<file path="config.mk">
export PLATFORM = sky130hd
export DESIGN_NAME = piradip_stream_to_symbol
export DESIGN_NICKNAME = d
export VERILOG_FILES = /design/src/rtl/piradip_s2sym_pkg.sv /design/src/rtl/piradip_s2sym_prefetch.sv /design/src/rtl/piradip_stream_to_symbol.sv
export SDC_FILE = /design/constraint.sdc
export NUM_CORES = 1
export LEC_CHECK = 0
export BUFFER_PORTS_ARGS = -buffer_cell sky130_fd_sc_hd__buf_4
export CORE_MARGIN = 2
export CORE_UTILIZATION = 30
export DETAILED_ROUTE_END_ITERATION = 8
export SYNTH_ARGS = -nofsm -noshare
export SYNTH_HDL_FRONTEND = slang
export SYNTH_SLANG_ARGS = --single-unit
</file>
<file path="constraint.sdc">
create_clock -name clk -period 2.7 [get_ports clk]
set_clock_uncertainty 0.05 [all_clocks]
set_input_delay 0.135 -clock clk [delete_from_list [all_inputs] [get_ports clk]]
set_output_delay 0.135 -clock clk [all_outputs]
set_load 0.005 [all_outputs]
</file>
<file path="src/rtl/piradip_s2sym_pkg.sv">
// Shared helpers and types for the stream-to-symbol splitter.
// The optional sym_last path is controlled by PIRADIP_S2SYM_LAST_EN.
package piradip_s2sym_pkg;

   localparam int S2SYM_DEF_WIDTH = 32;

   typedef enum logic {
      S_IDLE   = 1'b0,
      S_ACTIVE = 1'b1
   } s2sym_state_t;

   // Default buffered-word layout; the top builds its own WIDTH-sized copy.
   typedef struct packed {
      logic [S2SYM_DEF_WIDTH-1:0] data;
      logic                       last;
   } s2sym_word_t;

   function automatic int sym_count(input int width, input int sym_width);
      return width / sym_width;
   endfunction

   function automatic int idx_width(input int width, input int sym_width);
      int syms;
      syms = width / sym_width;
      return (syms > 1) ? $clog2(syms) : 1;
   endfunction

endpackage

</file>
<file path="src/rtl/piradip_s2sym_prefetch.sv">
// Single-entry prefetch register: holds the next word while the current
// one is still being split into symbols.
module piradip_s2sym_prefetch
   import piradip_s2sym_pkg::*;
#(
   parameter type word_t = s2sym_word_t
) (
   input  logic  clk,
   input  logic  rst,
   input  logic  i_load,
   input  word_t i_word,
   input  logic  i_take,
   output logic  o_valid,
   output word_t o_word
);

   logic  r_valid;
   word_t r_word;

   // Load and take are never asserted together: a load needs the entry empty.
   always_ff @(posedge clk or posedge rst) begin
      if (rst) begin
         r_valid <= 1'b0;
         r_word  <= '0;
      end else if (i_load) begin
         r_valid <= 1'b1;
         r_word  <= i_word;
      end else if (i_take) begin
         r_valid <= 1'b0;
      end
   end

   assign o_valid = r_valid;
   assign o_word  = r_word;

endmodule

</file>
<file path="src/rtl/piradip_stream_to_symbol.sv">
// Splits WIDTH-bit stream words into SYM_WIDTH-bit symbols, one per clock.
// Define PIRADIP_S2SYM_LAST_EN to add word_last / sym_last.
module piradip_stream_to_symbol
   import piradip_s2sym_pkg::*;
#(
   parameter int WIDTH     = 32,
   parameter int SYM_WIDTH = 1,
   parameter bit MSB_FIRST = 1'b1,
   localparam int IDX_W    = idx_width(WIDTH, SYM_WIDTH)
) (
   input  logic                 clk,
   input  logic                 rst,
   input  logic                 align,
   input  logic [WIDTH-1:0]     word_data,
   input  logic                 word_valid,
   output logic                 word_ready,
`ifdef PIRADIP_S2SYM_LAST_EN
   input  logic                 word_last,
   output logic                 sym_last,
`endif
   output logic [SYM_WIDTH-1:0] sym_data,
   output logic                 sym_valid,
   input  logic                 sym_ready,
   output logic [IDX_W-1:0]     sym_index
);

   localparam int              SYMS     = sym_count(WIDTH, SYM_WIDTH);
   localparam logic [IDX_W-1:0] LAST_IDX = IDX_W'(SYMS - 1);

   generate
      if (SYM_WIDTH < 1 || SYM_WIDTH > WIDTH || (WIDTH % SYM_WIDTH) != 0) begin : g_bad_cfg
         $error("piradip_stream_to_symbol: WIDTH must be a multiple of SYM_WIDTH");
      end
   endgenerate

`ifdef PIRADIP_S2SYM_LAST_EN
   typedef struct packed {
      logic [WIDTH-1:0] data;
      logic             last;
   } word_t;
`else
   typedef struct packed {
      logic [WIDTH-1:0] data;
   } word_t;
`endif

   s2sym_state_t     r_state;
   s2sym_state_t     w_state_next;
   word_t            r_buf;
   word_t            w_buf_next;
   logic [IDX_W-1:0] r_cnt;
   logic [IDX_W-1:0] w_cnt_next;

   word_t w_in_word;
   word_t w_pre_word;
   logic  w_pre_v;
   logic  w_act;
   logic  w_sym_hs;
   logic  w_word_rdy;
   logic  w_word_acc;
   logic  w_at_last;
   logic  w_done;
   logic  w_pre_load;
   logic  w_pre_take;

   assign w_in_word.data = word_data;
`ifdef PIRADIP_S2SYM_LAST_EN
   assign w_in_word.last = word_last;
`endif

   assign w_act      = (r_state == S_ACTIVE);
   assign w_sym_hs   = w_act & sym_ready;
   assign w_word_rdy = ~w_pre_v & ~rst;
   assign w_word_acc = word_valid & w_word_rdy;
   assign w_at_last  = (r_cnt == LAST_IDX);
   // Word finished: last symbol taken, or align drops whatever is left.
   assign w_done     = w_act & ((w_sym_hs & w_at_last) | align);
   assign w_pre_load = w_word_acc & w_act & ~w_done;
   assign w_pre_take = w_done & w_pre_v;

   piradip_s2sym_prefetch #(
      .word_t (word_t)
   ) u_prefetch (
      .clk     (clk),
      .rst     (rst),
      .i_load  (w_pre_load),
      .i_word  (w_in_word),
      .i_take  (w_pre_take),
      .o_valid (w_pre_v),
      .o_word  (w_pre_word)
   );

   always_ff @(posedge clk or posedge rst) begin
      if (rst) begin
         r_state <= S_IDLE;
         r_buf   <= '0;
         r_cnt   <= '0;
      end else begin
         r_state <= w_state_next;
         r_buf   <= w_buf_next;
         r_cnt   <= w_cnt_next;
      end
   end

   always_comb begin
      w_state_next = r_state;
      w_buf_next   = r_buf;
      w_cnt_next   = r_cnt;
      case (r_state)
         S_IDLE: begin
            if (w_word_acc) begin
               w_state_next = S_ACTIVE;
               w_buf_next   = w_in_word;
               w_cnt_next   = '0;
            end
         end
         S_ACTIVE: begin
            if (w_done) begin
               w_cnt_next = '0;
               if (w_pre_v) begin
                  w_buf_next = w_pre_word;
               end else if (w_word_acc) begin
                  w_buf_next = w_in_word;
               end else begin
                  // Clearing the buffer also drops the stored last flag.
                  w_state_next = S_IDLE;
                  w_buf_next   = '0;
               end
            end else if (w_sym_hs) begin
               w_buf_next.data = MSB_FIRST ? (r_buf.data << SYM_WIDTH)
                                           : (r_buf.data >> SYM_WIDTH);
               w_cnt_next      = r_cnt + 1'b1;
            end
         end
         default: begin
            w_state_next = S_IDLE;
         end
      endcase
   end

   genvar gi;
   generate
      for (gi = 0; gi < SYM_WIDTH; gi++) begin : g_sym_bit
         assign sym_data[gi] = MSB_FIRST ? r_buf.data[WIDTH-SYM_WIDTH+gi] : r_buf.data[gi];
      end
   endgenerate

   assign sym_valid  = w_act;
   assign sym_index  = r_cnt;
   assign word_ready = w_word_rdy;
`ifdef PIRADIP_S2SYM_LAST_EN
   assign sym_last   = r_buf.last & w_at_last & w_act;
`endif

endmodule

</file>
# Yosys cells after proc, flatten, opt, wreduce, memory -nomap -nowiden
# Cells that the tools add are included.
[word_totals]
ff_bits = 71
in_bits = 37
output_inout_bits = 8
word_cells = 40
[op_classes]
addsub = 1
eq_ne = 3
n_mux = 16
bitwise_logic = 13
reduce_logical = 2
[op_table]
columns = ["op", "count"]
rows = [
  ["32-bit 2-to-1 mux", 5],
  ["32-bit case mux with 2 select lines", 1],
  ["5-bit 2-to-1 mux", 3],
  ["5-bit case mux with 2 select lines", 1],
  ["1-bit AND", 8],
  ["5-bit by 1-bit adder with 5-bit output (second input constant)", 1],
  ["5-bit == test (second input constant)", 1],
  ["1-bit 2-to-1 mux", 5],
  ["1-bit inverter", 4],
  ["3-bit by 1-bit inequality test with 1-bit output (second input constant)", 1],
  ["2-bit inequality test (second input constant)", 1],
  ["1-bit case mux with 2 select lines", 1],
  ["2-bit AND reduction", 1],
  ["2-bit nonzero test", 1],
  ["1-bit OR", 1],
]

# Logic depth before layout (Yosys ltp)
[depth]
depth_word = 7
depth_mapped = 9
ltp_nobuf = 7

# Cells and area by module
# A second synthesis with hierarchy kept.
[unflattened]
hier_cells = 325
area_unflattened_um2 = 3607.2
[modules_own_cells]
columns = ["mod", "instances", "cells_per_inst", "area_each_um2", "seq_area_each_um2"]
rows = [
  ["piradip_stream_to_symbol", 1, 253, 2225.9, 950.9],
  ["piradip_s2sym_prefetch", 1, 72, 1381.3, 825.8],
]

# Worst setup path after synthesis
# Ideal clock, no wire load.
[synth_timing]
path_type = "flip-flop to flip-flop"
start = "register r_cnt[0], in the netlist sym_index[0]"
end = "register u_prefetch.r_word, in the netlist u_prefetch.o_word[0]"
setup_time_ns = 0.125
arrival_ns = 2.196
required_time_ns = 2.525
path_slack_ns = 0.329
stages_incl_launch_ff = 10
path_buffers = 2
period_less_slack_ns = 2.371
cell_sequence = "dfrtp_1 -> ha_1 -> and3_1 -> ha_1 -> a21oi_4 -> nand2_1 -> or3_1 -> buf_2 -> buf_6 -> mux2_4"
[synth_via]
elab_chain_len = 6
[synth_lines]
columns = ["item", "line", "rtl"]
rows = [
  ["start: declaration", "piradip_stream_to_symbol.sv:51", "logic [IDX_W-1:0] r_cnt;"],
  ["start signal: assignment", "piradip_stream_to_symbol.sv:101", "r_cnt <= w_cnt_next;"],
  ["5-bit == test", "piradip_stream_to_symbol.sv:75", "assign w_at_last = (r_cnt == LAST_IDX);"],
  ["1-bit AND", "piradip_stream_to_symbol.sv:77", "assign w_done = w_act & ((w_sym_hs & w_at_last) | align);"],
  ["1-bit OR", "piradip_stream_to_symbol.sv:77", ""],
  ["1-bit AND", "piradip_stream_to_symbol.sv:77", ""],
  ["1-bit inverter", "piradip_stream_to_symbol.sv:78", "assign w_pre_load = w_word_acc & w_act & ~w_done;"],
  ["1-bit AND", "piradip_stream_to_symbol.sv:78", ""],
  ["end signal: assignment", "piradip_s2sym_prefetch.sv:27", "r_word <= i_word;"],
  ["end: declaration", "piradip_s2sym_prefetch.sv:18", "word_t r_word;"],
]
# Every way passes these cells.
# A chain may end at the register's enable or synchronous reset.

# Worst setup path after layout
[layout_timing]
start = "register r_cnt[0], in the netlist sym_index[0]"
end = "register r_buf[4] (netlist name)"
[layout_via]
elab_chain_len = 6
elab_cells_between_ends = 8
cone_classes = "eq/ne: 2; mux: 2; bitwise: 3; reduce/logical: 1"
[layout_lines]
columns = ["item", "line", "rtl"]
rows = [
  ["5-bit == test *", "piradip_stream_to_symbol.sv:75", ""],
  ["1-bit AND *", "piradip_stream_to_symbol.sv:77", ""],
  ["1-bit OR *", "piradip_stream_to_symbol.sv:77", ""],
  ["1-bit AND *", "piradip_stream_to_symbol.sv:77", ""],
  ["32-bit 2-to-1 mux or 3-bit by 1-bit inequality test with 1-bit output (tied branches)", "-", ""],
  ["32-bit case mux with 2 select lines or 2-bit AND reduction (tied branches)", "-", ""],
  ["end signal: assignment", "piradip_stream_to_symbol.sv:100", "r_buf <= w_buf_next;"],
  ["end: declaration", "piradip_stream_to_symbol.sv:49", "word_t r_buf;"],
]
# Mark *: on every way between the ends. The rest lies on a longest branch, timed or not.

==> results.json <==
{
  "yosysWarnings": 0,
  "synth_top_family_by_area": "compound AO/OA/AOI/OAI gates",
  "syn_avg_cell_area_sq_um": 10.9,
  "ios": 45,
  "overflow": 0,
  "syn_area_sq_um": 3960,
  "final_cells": 593,
  "place.gp.congestion": 0.710,
  "hp-class": "in -> reg",
  "cp_max_fo": 33,
  "status": "finished, final reports clean",
  "fin_nets": 455,
  "ys_types": 32,
  "min_period_over_period": 0.928,
  "drive_gt1_frac": 0.259,
  "cp-start-kind": "register",
  "ys.flop_type": "dfrtp_1",
  "grtUsageTotal": 0.136,
  "ys_ff_latch": 71,
  "maxSlewHeadroom": 0.506,
  "grt_max_degree": 69,
  "hpwl_mm": 5.52,
  "area_delta_synth_final_pct": 26.5,
  "grt_pass1_vias": 3006,
  "start_util": 0.310,
  "design_area_sq_um": 5010,
  "layout_commonest_cell": "dfrtp_1",
  "synth_simple_gate_area_frac": 0.121,
  "yosysSeqAreaShare": 0.449,
  "multi_input_area_sq_um": 2010,
  "synth_mux_area_frac": 0.119,
  "clockRootBuffer": "clkbuf_16",
  "synth-async-reset-ratio": 1.00,
  "critPathArrivalTime_ns": 2.68,
  "final_cell_mix": "dfrtp_1 (69), nor2b_1 (62), buf_4 (52)",
  "whs_ns": 0.00792,
  "coreArea_sq_um": 12800,
  "min_period_ns": 2.51,
  "netlist_instances": 364,
  "power.density_nw_per_um2": 999,
  "clkLatencyLatePin_ns": 0.34,
  "cp_data_required_time_ns": 2.87,
  "clkTransAtPathRegs_ns": 0.06,
  "grt_pass1_wl_mm": 15.4,
  "synth_compound_area_frac": 0.257,
  "final-hold-violation-count": 0,
  "clk_path_buf_depth": 2,
  "fin_util": 0.392,
  "worst_setup_path_end_kind": "register",
  "dp_cells": 553,
  "fillCellCount": 1239,
  "finalMaxSlewViolations": 0,
  "postPlaceCellArea_sq_um": 4470,
  "fin_tns_setup_ns": 0,
  "worstSetupPathType": "reg -> reg",
  "die_width_microns": 119,
  "yosys.area.top_type": "dfrtp_1",
  "cts.htree.levels": 3,
  "portBuffers": 44,
  "p_leak_nw": 2.10,
  "maxCapViolCount": 0,
  "first_iter_violations": 200,
  "fmax_mhz": 399,
  "drc_errors": 0,
  "drt.antenna.violating_nets": 0,
  "synthXorXnorAreaFrac": 0,
  "netlist.area_leader.share": 0.449,
  "via_per_inst": 5.07,
  "numCtsBuffers": 9,
  "wire_per_inst_microns": 15.5,
  "worst_pin_slew_ns": 0.740,
  "clock-sinks": 71,
  "routed_wl_mm": 9.20,
  "tritoncts": "built",
  "cts_setup_buffers": 0,
  "syn_nets": 403,
  "dieArea_sq_um": 14100,
  "rows": 41,
  "ys_top_cells_by_area": "dfrtp_1 (45%), mux2_4 (11%), nor2b_1 (10%), o21a_1 (6.1%), a22oi_1 (5.9%)",
  "finalSetupViolations": 0,
  "synthAdderAreaFrac": 0.00632,
  "die_h_microns": 119,
  "drtPass1Iterations": 4,
  "rsz0062_at_grt": "false",
  "n_antenna_cell": 0,
  "vias": 3008,
  "vdd_ir_drop_max_mv": 0.469,
  "regArea_sq_um": 1780,
  "synth_edf_count": 0,
  "grt_antenna_before_repair": 0
}
flip-flops by register name (all words and copies together) (netlist names):
register            count
sym_index               5
u_prefetch.o_valid      1
sym_valid               1
u_prefetch.o_word      32
r_buf                  32
cells in the mapped netlist (all sizes together), types with 3 or more instances:
library cell  count
nor2b            63
mux2             32
a22oi            31
nand2             3
a31oi            31
o21a             32
dfrtp            71
clkbuf           20
o21ai             6
inv               3
o211ai           31
buf              18
cells by family (layout without fill, tap and decap cells):
kind of cell / after synthesis / after routing
and+or+nand+nor: 77 / 77
muxes: 32 / 32
buffers and inverters: 41 / 98
adders and majority gates: 2 / 2
AOI/OAI and AO/OA: 141 / 141
DFF: 71 / 71
where the power goes:
part	total, W	internal, W	switching [W]
clock	0.00121	0.000741	0.000469
sequential	0.00191	0.00158	0.000331
combinational	0.00188	0.00101	0.000873
per-layer routing:
layer | vias up | GRT usage | wire length, microns
met4 | 0 | 0.0379 | 79
met3 | 9 | 0.0340 | 312
met5 | - | 0 | 0
met1 | 1495 | 0.195 | 4720
met2 | 47 | 0.203 | 4080
li1 | 1457 | - | -
path summary, 6_finish.rpt:
kind / start / endpoint / slack [ns] / depth (start not counted)
setup reg to reg: sym_index[0] / r_buf[4] / 0.19 / 9
setup / recovery: sym_index[0] / r_buf[4] / 0.19 / 9
min in group asynchronous: rst / u_prefetch.o_word[18] / 0.47 / 3
hold reg to reg: r_buf[12] / r_buf[12] / 0.44 / 1
max in group asynchronous: rst / u_prefetch.o_word[19] / 1.44 / 4
hold / removal: word_data[9] / u_prefetch.o_word[9] / 0.008 / 2
worst max-delay path, cell delays in order (launching register included):
cell	delay (ns)
dfrtp_1	0.41
ha_1	0.23
and3_1	0.18
ha_1	0.23
a21oi_4	0.17
buf_4	0.37
nand2b_1	0.18
buf_4	0.26
o211ai_1	0.14
o21a_1	0.16
area by class of cell:
| cell class | count | share of cell area |
|---|---|---|
| Timing Repair Buffer | 79 | 0.138 |
| Clock inverter | 5 | 0.0115 |
| Sequential cell | 71 | 0.355 |
| Tap cell | 172 | 0.0430 |
| Multi-Input combinational cell | 252 | 0.402 |
| Clock buffer | 11 | 0.0485 |
| Inverter | 3 | 0.00225 |
through the flow:
stage                     worst slack [ns]  power (W)
after floorplan                      0.329    0.00333
after global placement               0.254    0.00372
after detailed placement             0.205    0.00378
after CTS                            0.182    0.00504
after global routing                0.0387    0.00533
final                                0.193    0.00500
timing repair:
| action | in CTS | in global routing |
|---|---|---|
| hold buffers | 22 | 2 |
| endpoints found under the setup margin | 0 | 0 |
| hold endpoints to repair | 51 | 2 |
| resized for setup | 0 | 0 |
No activity file was read; power rests on OpenSTA's default activity.
